`config.mk`:
```
export PLATFORM = sky130hd
export DESIGN_NAME = line_buffer
export DESIGN_NICKNAME = d
export VERILOG_FILES = /design/src/rtl/line_buffer.sv
export SDC_FILE = /design/constraint.sdc
export NUM_CORES = 2
export LEC_CHECK = 0
export ABC_CLOCK_PERIOD_IN_PS = 8100
export CAP_MARGIN = 30
export CELL_PAD_IN_SITES_DETAIL_PLACEMENT = 2
export CELL_PAD_IN_SITES_GLOBAL_PLACEMENT = 2
export CORE_ASPECT_RATIO = 0.75
export CORE_MARGIN = 1
export CORE_UTILIZATION = 45
export CTS_CLUSTER_DIAMETER = 60
export DETAILED_ROUTE_END_ITERATION = 8
export GPL_TIMING_DRIVEN = 0
export PLACE_DENSITY_LB_ADDON = 0.05
export SKIP_LAST_GASP = 1
export SLEW_MARGIN = 20
export SYNTH_ARGS = -nofsm -noshare
export SYNTH_HDL_FRONTEND = slang
export SYNTH_SLANG_ARGS = --single-unit
export TNS_END_PERCENT = 10
```
`constraint.sdc`:
```
create_clock -name clk -period 8.1 [get_ports clk]
set_input_delay 0.81 -clock clk [delete_from_list [all_inputs] [get_ports clk]]
set_output_delay 0.81 -clock clk [all_outputs]
set_load 0.01 [all_outputs]
```
`src/rtl/line_buffer.sv`:
```
// line_buffer: five-row sliding column window over a raster-order pixel stream.
//
// Four row memories hold the previous four rows of the current frame. For each
// accepted pixel at (row, col), the outputs present column col of rows row-4 .. row,
// oldest first. The registered outputs appear one cycle after the pixel is accepted.
//
// Ports:
//   clk                 sole clock, rising edge
//   rst                 synchronous, active-high reset
//   d_in [DATA_W]       raster-order pixel stream, accepted when in_valid=1
//   in_valid            pixel strobe; there is no backpressure
//   d_out1..d_out5      window column: d_out1 = row r-4 (oldest), d_out5 = row r
//   out_valid           d_out1..d_out5 hold a complete, aligned column
//   frame_done          one-cycle pulse alongside the last column of a frame
//
// Build option:
//   LINE_BUFFER_COL_MASK_EN  when defined, out_valid is also suppressed for col < 4,
//                            so only columns with a full 5x5 neighbourhood are flagged.

module line_buffer #(
   parameter int DATA_W = 32,
   parameter int IMG_W  = 28,
   parameter int IMG_H  = 28
) (
   input  logic              clk,
   input  logic              rst,
   input  logic [DATA_W-1:0] d_in,
   input  logic              in_valid,
   output logic [DATA_W-1:0] d_out1,
   output logic [DATA_W-1:0] d_out2,
   output logic [DATA_W-1:0] d_out3,
   output logic [DATA_W-1:0] d_out4,
   output logic [DATA_W-1:0] d_out5,
   output logic              out_valid,
   output logic              frame_done
);

   localparam int COL_W = $clog2(IMG_W);
   localparam int ROW_W = $clog2(IMG_H);

   logic [COL_W-1:0] col_q;
   logic [ROW_W-1:0] row_q;

   // m3 holds the most recent row, m0 the oldest; contents are never reset.
   logic [DATA_W-1:0] m0 [IMG_W];
   logic [DATA_W-1:0] m1 [IMG_W];
   logic [DATA_W-1:0] m2 [IMG_W];
   logic [DATA_W-1:0] m3 [IMG_W];

   logic col_last;
   logic row_last;
   logic row_ready;
   logic win_valid;

   assign col_last  = (col_q == COL_W'(IMG_W - 1));
   assign row_last  = (row_q == ROW_W'(IMG_H - 1));
   // Rows 0..3 of a frame only prime the memories, so anything older is never shown.
   assign row_ready = (row_q >= ROW_W'(4));

`ifdef LINE_BUFFER_COL_MASK_EN
   assign win_valid = row_ready && (col_q >= COL_W'(4));
`else
   assign win_valid = row_ready;
`endif

   // Counters and registered outputs.
   always_ff @(posedge clk) begin
      if (rst) begin
         col_q      <= '0;
         row_q      <= '0;
         d_out1     <= '0;
         d_out2     <= '0;
         d_out3     <= '0;
         d_out4     <= '0;
         d_out5     <= '0;
         out_valid  <= 1'b0;
         frame_done <= 1'b0;
      end else if (in_valid) begin
         d_out5     <= d_in;
         d_out4     <= m3[col_q];
         d_out3     <= m2[col_q];
         d_out2     <= m1[col_q];
         d_out1     <= m0[col_q];
         out_valid  <= win_valid;
         frame_done <= row_last && col_last;
         if (col_last) begin
            col_q <= '0;
            row_q <= row_last ? '0 : row_q + ROW_W'(1);
         end else begin
            col_q <= col_q + COL_W'(1);
         end
      end else begin
         out_valid  <= 1'b0;
         frame_done <= 1'b0;
      end
   end

   // Column shift through the row memories; all reads see pre-edge contents.
   always_ff @(posedge clk) begin
      if (!rst && in_valid) begin
         m3[col_q] <= d_in;
         m2[col_q] <= m3[col_q];
         m1[col_q] <= m2[col_q];
         m0[col_q] <= m1[col_q];
      end
   end

endmodule

```
=== After elaboration in Yosys (flattened, before gate mapping) ===
Memory sizes are Yosys's and may differ from the RTL's. A register that Yosys moved wholly into a read port is not among the register bits.
Index checks and enable logic that the tools add are counted.

* Logic and storage cells: 33
* Bits of input ports: 35
* RAM bits: 3584
* Register bits: 140
* Output and inout bits: 162
* Memories kept: 4

{| class="wikitable"
|+ Memories
! memory !! depth !! bits a word !! read ports !! clocked after memory_dff !! write ports !! RTL line !! source
|-
| m0 || 28 || 32 || 1 || 1 || 1 || 45 || <nowiki>logic [DATA_W-1:0] m0 [IMG_W];</nowiki>
|-
| m1 || 28 || 32 || 1 || 1 || 1 || 46 || <nowiki>logic [DATA_W-1:0] m1 [IMG_W];</nowiki>
|-
| m2 || 28 || 32 || 1 || 1 || 1 || 47 || <nowiki>logic [DATA_W-1:0] m2 [IMG_W];</nowiki>
|-
| m3 || 28 || 32 || 1 || 1 || 1 || 48 || <nowiki>logic [DATA_W-1:0] m3 [IMG_W];</nowiki>
|}

* Magnitude comparators: 1
* Reduce and logical (&&, ||, !) cells: 5
* Bitwise operators: 1
* Equality and inequality tests: 2
* $add $sub $neg: 2
* Mux-type cells: 10

{| class="wikitable"
|+ Operators with widths
! operator !! count
|-
| 5-bit 2-to-1 mux || 8
|-
| 5-bit by 1-bit adder with 5-bit output, second input constant || 2
|-
| 5-bit equality test, second input constant || 2
|-
| 5-bit by 3-bit >= comparator with 1-bit output, second input constant || 1
|-
| 1-bit logical AND || 2
|-
| 1-bit 2-to-1 mux || 2
|-
| 2-bit AND reduction || 1
|-
| 2-bit OR reduction || 1
|-
| 1-bit zero test || 1
|-
| 1-bit inverter || 1
|}

=== Logic depth before layout (Yosys ltp) ===
* Depth in word-level cells: 4
* Mapped depth: 10
* Depth with buffers taken out: 5

=== Worst setup path before layout ===
Ideal clock, no wire load.

* Path type: in2reg
* From: in in_valid
* To: mem m0[16][0], enable pin
* Path buffers: 4
* Setup time: 0.617 ns
* Arrival: 7.413 ns
* Slack: 0.070 ns
* Required time: 7.483 ns
* Cell stages on the path: 7
* Cells stage by stage: clkbuf_1 -> nor2b_1 -> clkbuf_1 -> clkbuf_1 -> clkbuf_1 -> nand2_1 -> nor2_1

* Word-level cells in the longest chain between the ends: 3

{| class="wikitable"
|+ Ends and longest elaborated chain
! item !! RTL line !! source
|-
| start, declared || 28 || <nowiki>input logic in_valid,</nowiki>
|-
| 1-bit logical AND || 100 || <nowiki>if (!rst && in_valid) begin</nowiki>
|-
| 1-bit 2-to-1 mux || 100 ||
|-
| 1-bit 2-to-1 mux (not written as such) || 104 || <nowiki>m0[col_q] <= m1[col_q];</nowiki>
|-
| end, declared || 45 ||
|}

No other way between the ends.

=== Final worst setup path ===
* From: in rst
* To: mem m3[0][15], enable pin

* Word-level cells in the longest chain between the ends: 4

{| class="wikitable"
|+ Ends and longest elaborated chain
! item !! RTL line !! source
|-
| start, declared || 26 || <nowiki>input logic rst,</nowiki>
|-
| 1-bit zero test || 100 ||
|-
| 1-bit logical AND || 100 ||
|-
| 1-bit 2-to-1 mux || 100 ||
|-
| 1-bit 2-to-1 mux (not written as such) || 101 || <nowiki>m3[col_q] <= d_in;</nowiki>
|-
| end, declared || 48 ||
|}

No other way between the ends.

==> flow_summary.yaml <==
timing:
  final.min_clock_period_ps: 5162
  finClkSkew_ps: 54.54
  setup_viol_count_final: 0
  layout_setup_ws_ps: 2938
  fmax_mhz: 193.7
  finalHoldViolCount: 0
  maxSlewHeadroom_pct: 26.78
  whs_ps: 428.4
  slew_violations: 0
  rsz0062_at_grt: "no"
  tns_ps: 0
  worstMarginPinSlew_ps: 1098
  timing.final.crit_share_pct: 63.73
setup_path:
  r2r_start: "col_q[4]"
  endpoint: "m3[0][15]"
  crit_top_cell: "buf_16"
  r2r_slack_ps: 3380
  cp_max_fo: 14
  max_stage_delay_ps: 880
  cp-start-kind: "primary input"
  crit_slowest_cell: "clkbuf_1"
  path_delay_family: "buffers and inverters"
  worstPathArrival_ps: 5770
  cp_cell_sequence: "clkbuf_1, nor2b_1, clkbuf_2, clkbuf_2, clkbuf_1, nand2_1, nor2_4, buf_16, buf_16, buf_16, buf_16"
  end_kind: "flip-flop"
  crit_cells: 11
  startpoint: "rst"
  worstSetupPathType: "in -> reg"
  reg2reg_depth: 9
  cp.required_ps: 8710
  reg2reg_to: "m2[19][14]"
  path_buf_inv: 8
global_routing:
  grt_overflow: 0
  gr-usage-met3_pct: 5.223
  grt_pass1_vias: 83270
  grt_max_degree: 50
  gr-usage-met1_pct: 44.08
  antenna_found_initial: 28
  grt_use_met2_pct: 49.82
  grt_pass1_wl_mm: 689.9
  grt_usage_pct: 31.13
  gr-max-usage-layer: "met2"
floorplan:
  die_h_um: 491.1
  die_area_mm2: 0.3213
  core_mm2: 0.3171
  io-pin-count: 197
  fp.dieW_um: 654.2
  rows: 179
  start_util_pct: 45.27
clock_tree:
  htree_levels: 5
  clockBufferDepth: 4
  clk-insertion-delay-late_ps: 940
  clkTransAtPathRegs_ps: 60
  cts_resized: 0
  post-cts-setup-buffer-count: 0
  cts_sinks: 3761
  cts_tree: "built"
  hold_buffers: 0
  cts-root-buf: "clkbuf_16"
  cts_buffers: 379
pwr:
  p_leak_nw: 54.72
  cellPowerDensity_mw_per_mm2: 257.0
  internal-power_w: 0.03356
  p_sw_w: 0.01058
  irDropWorstVdd_mv: 0.2223
  finalPower_w: 0.04415
  clkPwrFrac_pct: 40.1
  switching_share_pct: 23.98
  comb_power_share_pct: 10.0
  pwr-share-seq_pct: 49.9
cells_and_area:
  synthToLayoutAreaGrowth_pct: 19.65
  final_layout_size_suffix_gt1_share_pct: 23.63
  layout_common_cells: "edfxtp_1, mux2i_1, mux4_2, clkbuf_16, a22oi_1"
  fillerInstances: 26650
  seq_area_mm2: 0.1112
  layout_commonest_cell: "edfxtp_1"
  final-instance-count-excl-fill: 12480
  layout.nets: 7957
  multi_input_area_mm2: 0.03044
synthesis:
  yosys_warnings: 0
  synth_area_mm2: 0.1436
  avgSynthCellArea_um2: 20.80
  ys_types: 53
  yosysTopAreaCell: "edfxtp_1"
  seq_area_frac_synth_pct: 77.44
  ys_ff_latch: 3761
  ys.flop_type: "edfxtp_1"
  async_reset_ff_share_pct: 0
  synth_edf_count: 3584
  synth_cells: 6900
  yosys-top-cells-area: "edfxtp_1, mux4_2, mux2i_1"
  synth_top_area_share_pct: 74.97
  synthesis.nets: 6942
route:
  num_vias: 78480
  via_per_inst: 6.289
  drt_pass1_iterations: 7
  drtAntennaViolNets: 0
  post_drt_wl_per_cell_um: 40.35
  drt_iter0_drc: 9551
  drc_errors: 8
  wl_mm: 503.5
place:
  place_hpwl_mm: 343.9
  dp.cells: 11760
  port-buffer-count: 194
  dp_slack_ps: 2149
  place.gp.congestion: 0.7790
status:
  outcome: "complete, but fails checks"
  violations: "DRC"
worst_hold_path:
  hold_class: "in -> reg"
job:
  cap_violations: 0
==> cell usage after synthesis, drive strengths merged (2+ instances only) <==
cell type     n
a22o        106
o211ai       16
buf         292
and3          6
nor3b         6
nand2b        9
mux2i       862
a21oi       132
xor2          2
o21ai        30
inv           6
clkbuf      120
nand4         2
o22ai       152
nor3         92
nor2b        14
or2           7
a311oi        8
a2111oi      11
o221ai       12
dfxtp       177
nand2       110
and2         13
nand4b        2
nor4         38
a211oi       35
mux4        533
nand3         7
edfxtp     3584
mux2         10
nand3b        2
nor2        160
a22oi       275
o211a        53
or3           4
ha            7
==> registers in the layout, summed over array words and instances, names as in the netlist, 32 cells and up, named ones only <==
signal	count
d_out3	32
m3	896
d_out2	32
d_out4	32
m1	896
d_out1	32
d_out5	32
m0	896
m2	896
==> worst min-delay path by stage <==
stage / cells past startpoint / from / end / slack (ps)
after floorplan: 2 / row_q[1] / row_q[1] / 460
after global placement: 1 / d_out2[14] / d_out2[14] / 460
after detailed placement: 1 / d_out2[18] / d_out2[18] / 460
after CTS: 1 / d_in[30] / m3[1][30] / 430
after global routing: 1 / d_in[13] / m3[14][13] / 420
final: 1 / d_in[13] / m3[14][13] / 430
==> cells by family after synthesis <==
logic type | after synthesis | synth area share (%)
muxes | 1405 | 14.45
buffers and inverters | 418 | 1.983
DFF | 3761 | 77.44
xor gates and xnor gates | 3 | 0.01831
AOI/OAI and AO/OA | 834 | 4.210
adders and majority gates | 7 | 0.06101
and+or+nand+nor | 472 | 1.835
==> worst reg2reg max path, cell delays in order (launching register included) <==
cell and delay [ps]:
dfxtp_1 390, clkbuf_1 560, clkbuf_1 730, clkbuf_1 700, nand2_1 480, nor2_4 640
buf_12 270, buf_16 190, buf_12 230, buf_16 200
==> power groups by stage <==
stage / Sequential [W] / Combinational, W / Clock, W
2_1_floorplan: 0.0225 / 0.00196 / 0
3_3_place_gp: 0.0225 / 0.00360 / 0
3_5_place_dp: 0.0224 / 0.00437 / 0
4_1_cts: 0.0220 / 0.00441 / 0.0179
5_1_grt: 0.0220 / 0.00458 / 0.0185
6_report: 0.0220 / 0.00442 / 0.0177
==> layout make-up <==
cell class                      instances  area share [%]
Tap cell                             4253           3.098
Inverter                                6         0.01748
Timing Repair Buffer                  634           5.694
Clock buffer                          506           6.116
Antenna cell                            6        0.008742
Buffer                                412           1.657
Clock inverter                        179          0.9601
Sequential cell                      3761           64.72
Multi-Input combinational cell       2721           17.72
==> per-stage QoR <==
stage | cell area, µm² | utilization [%]
after detailed placement | 159200 | 50.20
after global routing | 171700 | 54.16
after floorplan | 143600 | -
after global placement | 150800 | 47.56
after CTS | 171400 | 54.03
final | 171800 | 54.16
==> routing by layer <==
layer	wire length, µm	share of wire [%]
met1	209900	42
met2	238100	47
met3	38310	7.6
met4	17050	3.4
met5	80	0.016
(Power assumes the default switching activity.)
